`config.mk`:
```
export PLATFORM = sky130hd
export DESIGN_NAME = care_action_ctrl_flat
export DESIGN_NICKNAME = d
export VERILOG_FILES = /design/src/rtl/tamagotchi_pkg.sv /design/src/rtl/care_action_ctrl_if.sv /design/src/rtl/care_action_ctrl_btn_sync_edge.sv /design/src/rtl/care_action_ctrl.sv /design/src/flat_wrapper.sv
export SDC_FILE = /design/constraint.sdc
export NUM_CORES = 1
export LEC_CHECK = 0
export ABC_AREA = 1
export BUFFER_PORTS_ARGS = -buffer_cell sky130_fd_sc_hd__buf_2
export CAP_MARGIN = 20
export CELL_PAD_IN_SITES_DETAIL_PLACEMENT = 0
export CELL_PAD_IN_SITES_GLOBAL_PLACEMENT = 1
export CORE_MARGIN = 4
export CORE_UTILIZATION = 40
export CTS_CLUSTER_SIZE = 8
export DETAILED_ROUTE_END_ITERATION = 10
export PLACE_DENSITY = 0.73
export SYNTH_ARGS = -nofsm -noshare
export SYNTH_HDL_FRONTEND = slang
export SYNTH_SLANG_ARGS = --single-unit
```
`constraint.sdc`:
```
create_clock -name clk -period 1.5 [get_ports clk]
set_input_delay 0.3 -clock clk [delete_from_list [all_inputs] [get_ports clk]]
set_output_delay 0.3 -clock clk [all_outputs]
set_load 0.03 [all_outputs]
```
`src/rtl/tamagotchi_pkg.sv`:
```
// Shared definitions for the tamagotchi blocks: care-action indices, action
// count, the care-action FSM state type and a counter-width helper.
package tamagotchi_pkg;

    localparam int ACT_HUNGER  = 0;
    localparam int ACT_HAPPY   = 1;
    localparam int ACT_HEALTH  = 2;
    localparam int ACT_HYGIENE = 3;
    localparam int ACT_ENERGY  = 4;
    localparam int ACT_SOCIAL  = 5;

    localparam int NUM_ACTIONS = 6;

    typedef enum logic [1:0] {
        IDLE,
        FIRE,
        COOLDOWN
    } state_t;

    // A counter that must hold n-1 needs $clog2(n) bits, but never fewer than one.
    function automatic int cnt_width(input int n);
        return (n < 2) ? 1 : $clog2(n);
    endfunction

endpackage

```
`src/rtl/care_action_ctrl_if.sv`:
```
// Button pins in, care-action vector and status out. The master side is the
// board / button source; the slave side is care_action_ctrl.
interface care_action_ctrl_if;

    logic       btn_next;
    logic       btn_prev;
    logic       btn_ok;
    logic [7:0] action;
    logic [2:0] sel;
    logic       busy;
    logic       reject;

    modport master (
        output btn_next, btn_prev, btn_ok,
        input  action, sel, busy, reject
    );

    modport slave (
        input  btn_next, btn_prev, btn_ok,
        output action, sel, busy, reject
    );

endinterface

```
`src/rtl/care_action_ctrl_btn_sync_edge.sv`:
```
// Two-flop synchronizer for a raw button pin, followed by a rising-edge
// detector that emits a one-cycle pulse on each 0->1 transition.
module btn_sync_edge (
    input  logic clk,
    input  logic rst,
    input  logic btn,
    output logic rise
);

    logic meta;
    logic synced;
    logic synced_q;

    // NOTE: sequential state uses non-blocking assignments so every flop samples pre-edge values.
    always_ff @(posedge clk or posedge rst) begin
        if (rst) begin
            meta     <= 1'b0;
            synced   <= 1'b0;
            synced_q <= 1'b0;
        end else begin
            meta     <= btn;
            synced   <= meta;
            synced_q <= synced;
        end
    end

    assign rise = synced & ~synced_q;

endmodule

```
`src/rtl/care_action_ctrl.sv`:
```
// Menu cursor over the care actions; on confirm drives one action bit for DOSE
// cycles, then locks out further confirms for COOLDOWN_CYCLES cycles.
module care_action_ctrl
    import tamagotchi_pkg::*;
#(
    parameter int NUM_ACTIONS     = tamagotchi_pkg::NUM_ACTIONS,
    parameter int DOSE            = 1,
    parameter int COOLDOWN_CYCLES = 27_000_000
) (
    input logic                clk,
    input logic                rst,
    care_action_ctrl_if.slave  bus
);

    localparam int         DOSE_W   = cnt_width(DOSE);
    localparam int         CD_W     = cnt_width(COOLDOWN_CYCLES);
    localparam logic [2:0] SEL_LAST = 3'(NUM_ACTIONS - 1);

    logic next_rise;
    logic prev_rise;
    logic ok_rise;

    btn_sync_edge u_next (.clk(clk), .rst(rst), .btn(bus.btn_next), .rise(next_rise));
    btn_sync_edge u_prev (.clk(clk), .rst(rst), .btn(bus.btn_prev), .rise(prev_rise));
    btn_sync_edge u_ok   (.clk(clk), .rst(rst), .btn(bus.btn_ok),   .rise(ok_rise));

    state_t            state;
    logic [2:0]        sel_q;
    logic [2:0]        sel_d;
    logic [2:0]        dose_idx;
    logic [DOSE_W-1:0] dose_cnt;
    logic [CD_W-1:0]   cd_cnt;
    logic [7:0]        action_q;
    logic              busy_q;
    logic              reject_q;
    logic              fire_now;

    assign fire_now = (state == IDLE) && ok_rise;

    // An accepted confirm freezes the cursor so the fired index is the pre-move one.
    always_comb begin
        // NOTE: default first so every path assigns sel_d and no latch is inferred.
        sel_d = sel_q;
        if (!fire_now) begin
            if (next_rise && !prev_rise) begin
                sel_d = (sel_q == SEL_LAST) ? 3'd0 : sel_q + 3'd1;
            end else if (prev_rise && !next_rise) begin
                sel_d = (sel_q == 3'd0) ? SEL_LAST : sel_q - 3'd1;
            end
        end
    end

    always_ff @(posedge clk or posedge rst) begin
        if (rst) begin
            state    <= IDLE;
            sel_q    <= '0;
            dose_idx <= '0;
            dose_cnt <= '0;
            cd_cnt   <= '0;
            action_q <= '0;
            busy_q   <= 1'b0;
            reject_q <= 1'b0;
        end else begin
            sel_q    <= sel_d;
            reject_q <= ok_rise && (state != IDLE);
            case (state)
                IDLE: begin
                    if (ok_rise) begin
                        dose_idx <= sel_q;
                        dose_cnt <= DOSE_W'(DOSE - 1);
                        action_q <= 8'd1 << sel_q;
                        busy_q   <= 1'b1;
                        state    <= FIRE;
                    end
                end
                FIRE: begin
                    if (dose_cnt != '0) begin
                        dose_cnt <= dose_cnt - 1'b1;
                        action_q <= 8'd1 << dose_idx;
                    end else begin
                        action_q <= '0;
                        cd_cnt   <= CD_W'(COOLDOWN_CYCLES - 1);
                        state    <= COOLDOWN;
                    end
                end
                COOLDOWN: begin
                    if (cd_cnt != '0) begin
                        cd_cnt <= cd_cnt - 1'b1;
                    end else begin
                        busy_q <= 1'b0;
                        state  <= IDLE;
                    end
                end
                default: begin
                    action_q <= '0;
                    busy_q   <= 1'b0;
                    state    <= IDLE;
                end
            endcase
        end
    end

    assign bus.action = action_q;
    assign bus.sel    = sel_q;
    assign bus.busy   = busy_q;
    assign bus.reject = reject_q;

endmodule

```
`src/flat_wrapper.sv`:
```
// flat-port wrapper written by rule: the top's interface ports become plain ports
module care_action_ctrl_flat import tamagotchi_pkg::*;
#(
    parameter int NUM_ACTIONS     = tamagotchi_pkg::NUM_ACTIONS,
    parameter int DOSE            = 1,
    parameter int COOLDOWN_CYCLES = 27_000_000
)
  (clk, rst, bus_btn_next, bus_btn_prev, bus_btn_ok, bus_action, bus_sel, bus_busy, bus_reject);
  care_action_ctrl_if bus_i ();
  input logic clk;
  input logic rst;
  input wire logic [$bits(bus_i.btn_next)-1:0] bus_btn_next;
  input wire logic [$bits(bus_i.btn_prev)-1:0] bus_btn_prev;
  input wire logic [$bits(bus_i.btn_ok)-1:0] bus_btn_ok;
  output wire logic [$bits(bus_i.action)-1:0] bus_action;
  output wire logic [$bits(bus_i.sel)-1:0] bus_sel;
  output wire logic [$bits(bus_i.busy)-1:0] bus_busy;
  output wire logic [$bits(bus_i.reject)-1:0] bus_reject;
  assign bus_i.btn_next = bus_btn_next;
  assign bus_i.btn_prev = bus_btn_prev;
  assign bus_i.btn_ok = bus_btn_ok;
  assign bus_action = bus_i.action;
  assign bus_sel = bus_i.sel;
  assign bus_busy = bus_i.busy;
  assign bus_reject = bus_i.reject;
  care_action_ctrl #(.NUM_ACTIONS(NUM_ACTIONS), .DOSE(DOSE), .COOLDOWN_CYCLES(COOLDOWN_CYCLES)) u_core (.clk(clk), .rst(rst), .bus(bus_i));
endmodule
```
==> out/qor.yml <==
global_route:
  grt_first_pass_wirelength_um: 11100
  grt_overflow: 0
  top_usage_layer: "met2"
  grt_use_met1: 0.232
  grt_start_max_net_pins: 50
  grt_util_all_layers: 0.167
  antenna_found_initial: 0
  grt_pass1_vias: 2363
  grt_use_met2: 0.274
  met3_usage: 0.0259
clock_tree:
  cts_made_buffers: 5
  htreeDepth: 2
  hold_buffers: 0
  cts.sinks: 49
  root_buffer: "clkbuf_8"
  cts_tree: "yes"
  clockBufferDepth: 2
  clkSlewWorstSetupHoldPaths_ps: 100
  insertion_delay_ps: 310
synth:
  synth_edf_count: 0
  synth.top_cell.area_share: 0.454
  seq_area_frac_synth: 0.454
  synth_area_um2: 2700
  ys_types: 25
  ys_ff_latch: 49
  synth.area.top_cells: "dfrtp_1 45%, nand2_1 13%, inv_1 7.5%, nand3_1 6.7%, nor2_1 6.7%"
  synthArstFlopShare: 1.00
  ys_warn_count: 0
  yosysMostFrequentCell: "nand2_1"
  syn_area_per_cell_um2: 7.57
  synth_nets: 369
  yosys.area.top_type: "dfrtp_1"
  yosys-top-cells-count: "91 x nand2_1, 54 x inv_1, 49 x dfrtp_1, 48 x nor2_1, 36 x nand3_1"
  ys.flop_type: "dfrtp_1"
  synthCells: 357
critical_path:
  worstSetupStartpointType: "flip-flop"
  reg2reg_depth: 11
  crit_type: "reg -> reg"
  cp.required_ps: 1710
  cp_max_fo: 8
  worstPathArrival_ps: 1810
  endpoint_kind: "flip-flop"
sta:
  timing.final.ws_setup_ps: -107
  setup_viol_count_final: 22
  layout_min_cycle_time_ps: 1610
  grt_setup_unrepaired: "true"
  hold_viol: 0
  fmax_mhz: 622
  max_slew_margin: 0.777
  tightest_slew_ps: 334
  maxSlewViolCount: 0
  fin_skew_ps: 5.51
  fin_crit_sh: 1.07
status:
  status: "finished, violations left"
  violations: "negative setup slack"
layout:
  layout-area-overhead-vs-synth_pct: 33.1
  fillers: 608
  regArea_um2: 1230
  final_cell_area_um2: 3590
  diodes: 0
  multi_input_area_um2: 1350
  fin_nets: 451
  drive_gt1_frac: 0.316
route:
  wl_um: 6560
  drt_pass1_iterations: 4
  viasPerCell: 4.77
  ant_nets: 0
  drt_iter0_drc: 157
  dr_total_vias: 2466
  wl_per_cell_um: 12.7
  drc: 0
die:
  coreArea_um2: 6460
  num_io_pins: 18
  num_rows: 29
  start_util: 0.418
  die_x_um: 90.2
  dieArea_um2: 8130
  die_y_um: 90.2
placed_design:
  place_hpwl_um: 4980
  place_ws_ps: -107
  numPortBuffers: 17
  place_area_um2: 3310
  gp_congestion: 0.863
run:
  cap_violations: 0
pwr:
  power.density_nw_per_um2: 1930
  power_leakage_nw: 1.79
  ir_drop_v: 0.00117
  p_total_mw: 6.95
hold_path:
  hold_class: "in -> async"
## registers in the layout, indices dropped and copies added, names as in the netlist
name / flops
u_core.cd_cnt: 25
u_core.u_next.meta: 1
u_core.bus.busy: 1
u_core.bus.action: 8
u_core.u_ok.synced: 1
u_core.u_prev.meta: 1
u_core.bus.reject: 1
u_core.u_next.synced: 1
u_core.u_prev.synced: 1
u_core.u_prev.synced_q: 1
u_core.u_ok.synced_q: 1
u_core.u_ok.meta: 1
u_core.state: 2
u_core.u_next.synced_q: 1
u_core.bus.sel: 3
## cell families (layout without fill, tap and decap cells)
group	count (synthesis)	in the layout	share of synthesized area
AO/OA/AOI/OAI	37	37	0.0764
XOR/XNOR	4	4	0.0130
adder cells (fa/ha/maj)	7	7	0.0324
buffers and inverters	59	142	0.0922
flip-flops	49	49	0.454
AND/OR/NAND/NOR	201	201	0.332
## cell type report
class                   instances  area share
multi-input cells             249       0.376
flip-flops and latches         49       0.341
repair buffers                 80       0.172
inverters                      54      0.0564
well taps                      77      0.0268
clock buffers                   6      0.0230
clock inverters                 2     0.00487
## power breakdown
part	switching [mW]	internal [mW]
registers	0.334	1.75
logic	2.23	1.76
clock network	0.496	0.384
## per-layer routing
metal  routed length (um)  up-vias
met2                 3010       34
met1                 3300     1134
met4                   68        0
met3                  187        6
met5                    0        -
li1                     -     1292
## path summary, 6_finish.rpt
kind	endpoint	slack, ps	startpoint
max reg2reg	u_core.cd_cnt[1]	-110	u_core.cd_cnt[1]
min reg2reg	u_core.u_prev.synced	360	u_core.u_prev.meta
max in group asynchronous	u_core.bus.sel[2]	1260	rst
min	u_core.cd_cnt[6]	10	rst
max	u_core.cd_cnt[1]	-110	u_core.cd_cnt[1]
min in group clk	u_core.u_prev.meta	90	bus_btn_prev
## stage by stage
step                hold WS [ps]  setup TNS (ps)  instances  utilization
floorplan                    331           -20.0        357            -
global placement             332            -834        506        0.513
detailed placement           336           -1850        506        0.513
CTS                         21.4           -2170        516        0.535
global route                29.5           -3290        517        0.557
finish                      11.0           -1150        517        0.557
## placed cells by master, fill, tap and decap left out, types with 11 or more instances in the layout
master / count
buf_2: 17
buf_4: 53
dfrtp_1: 49
inv_1: 48
nand2_1: 77
nand2_2: 13
nand3_1: 34
nor2_1: 44
nor2_2: 11
o21ai_1: 12
## critical path, cell delays in order (launching register included)
cell and delay (ps):
dfrtp_1 400, inv_2 80, ha_4 120, inv_2 30, nor2_2 60, nand2_1 60
nor2_2 130, nand3_4 120, nand2_4 110, nand2_8 90, buf_12 140, o21a_1 160
## what timing repair did
action | CTS | global route
buffers inserted | 2 | 2
endpoints found under the setup margin | 25 | 27
pin swaps | 2 | 8
gates resized for setup | 8 | 43
No activity file was read; power rests on OpenSTA's default activity.
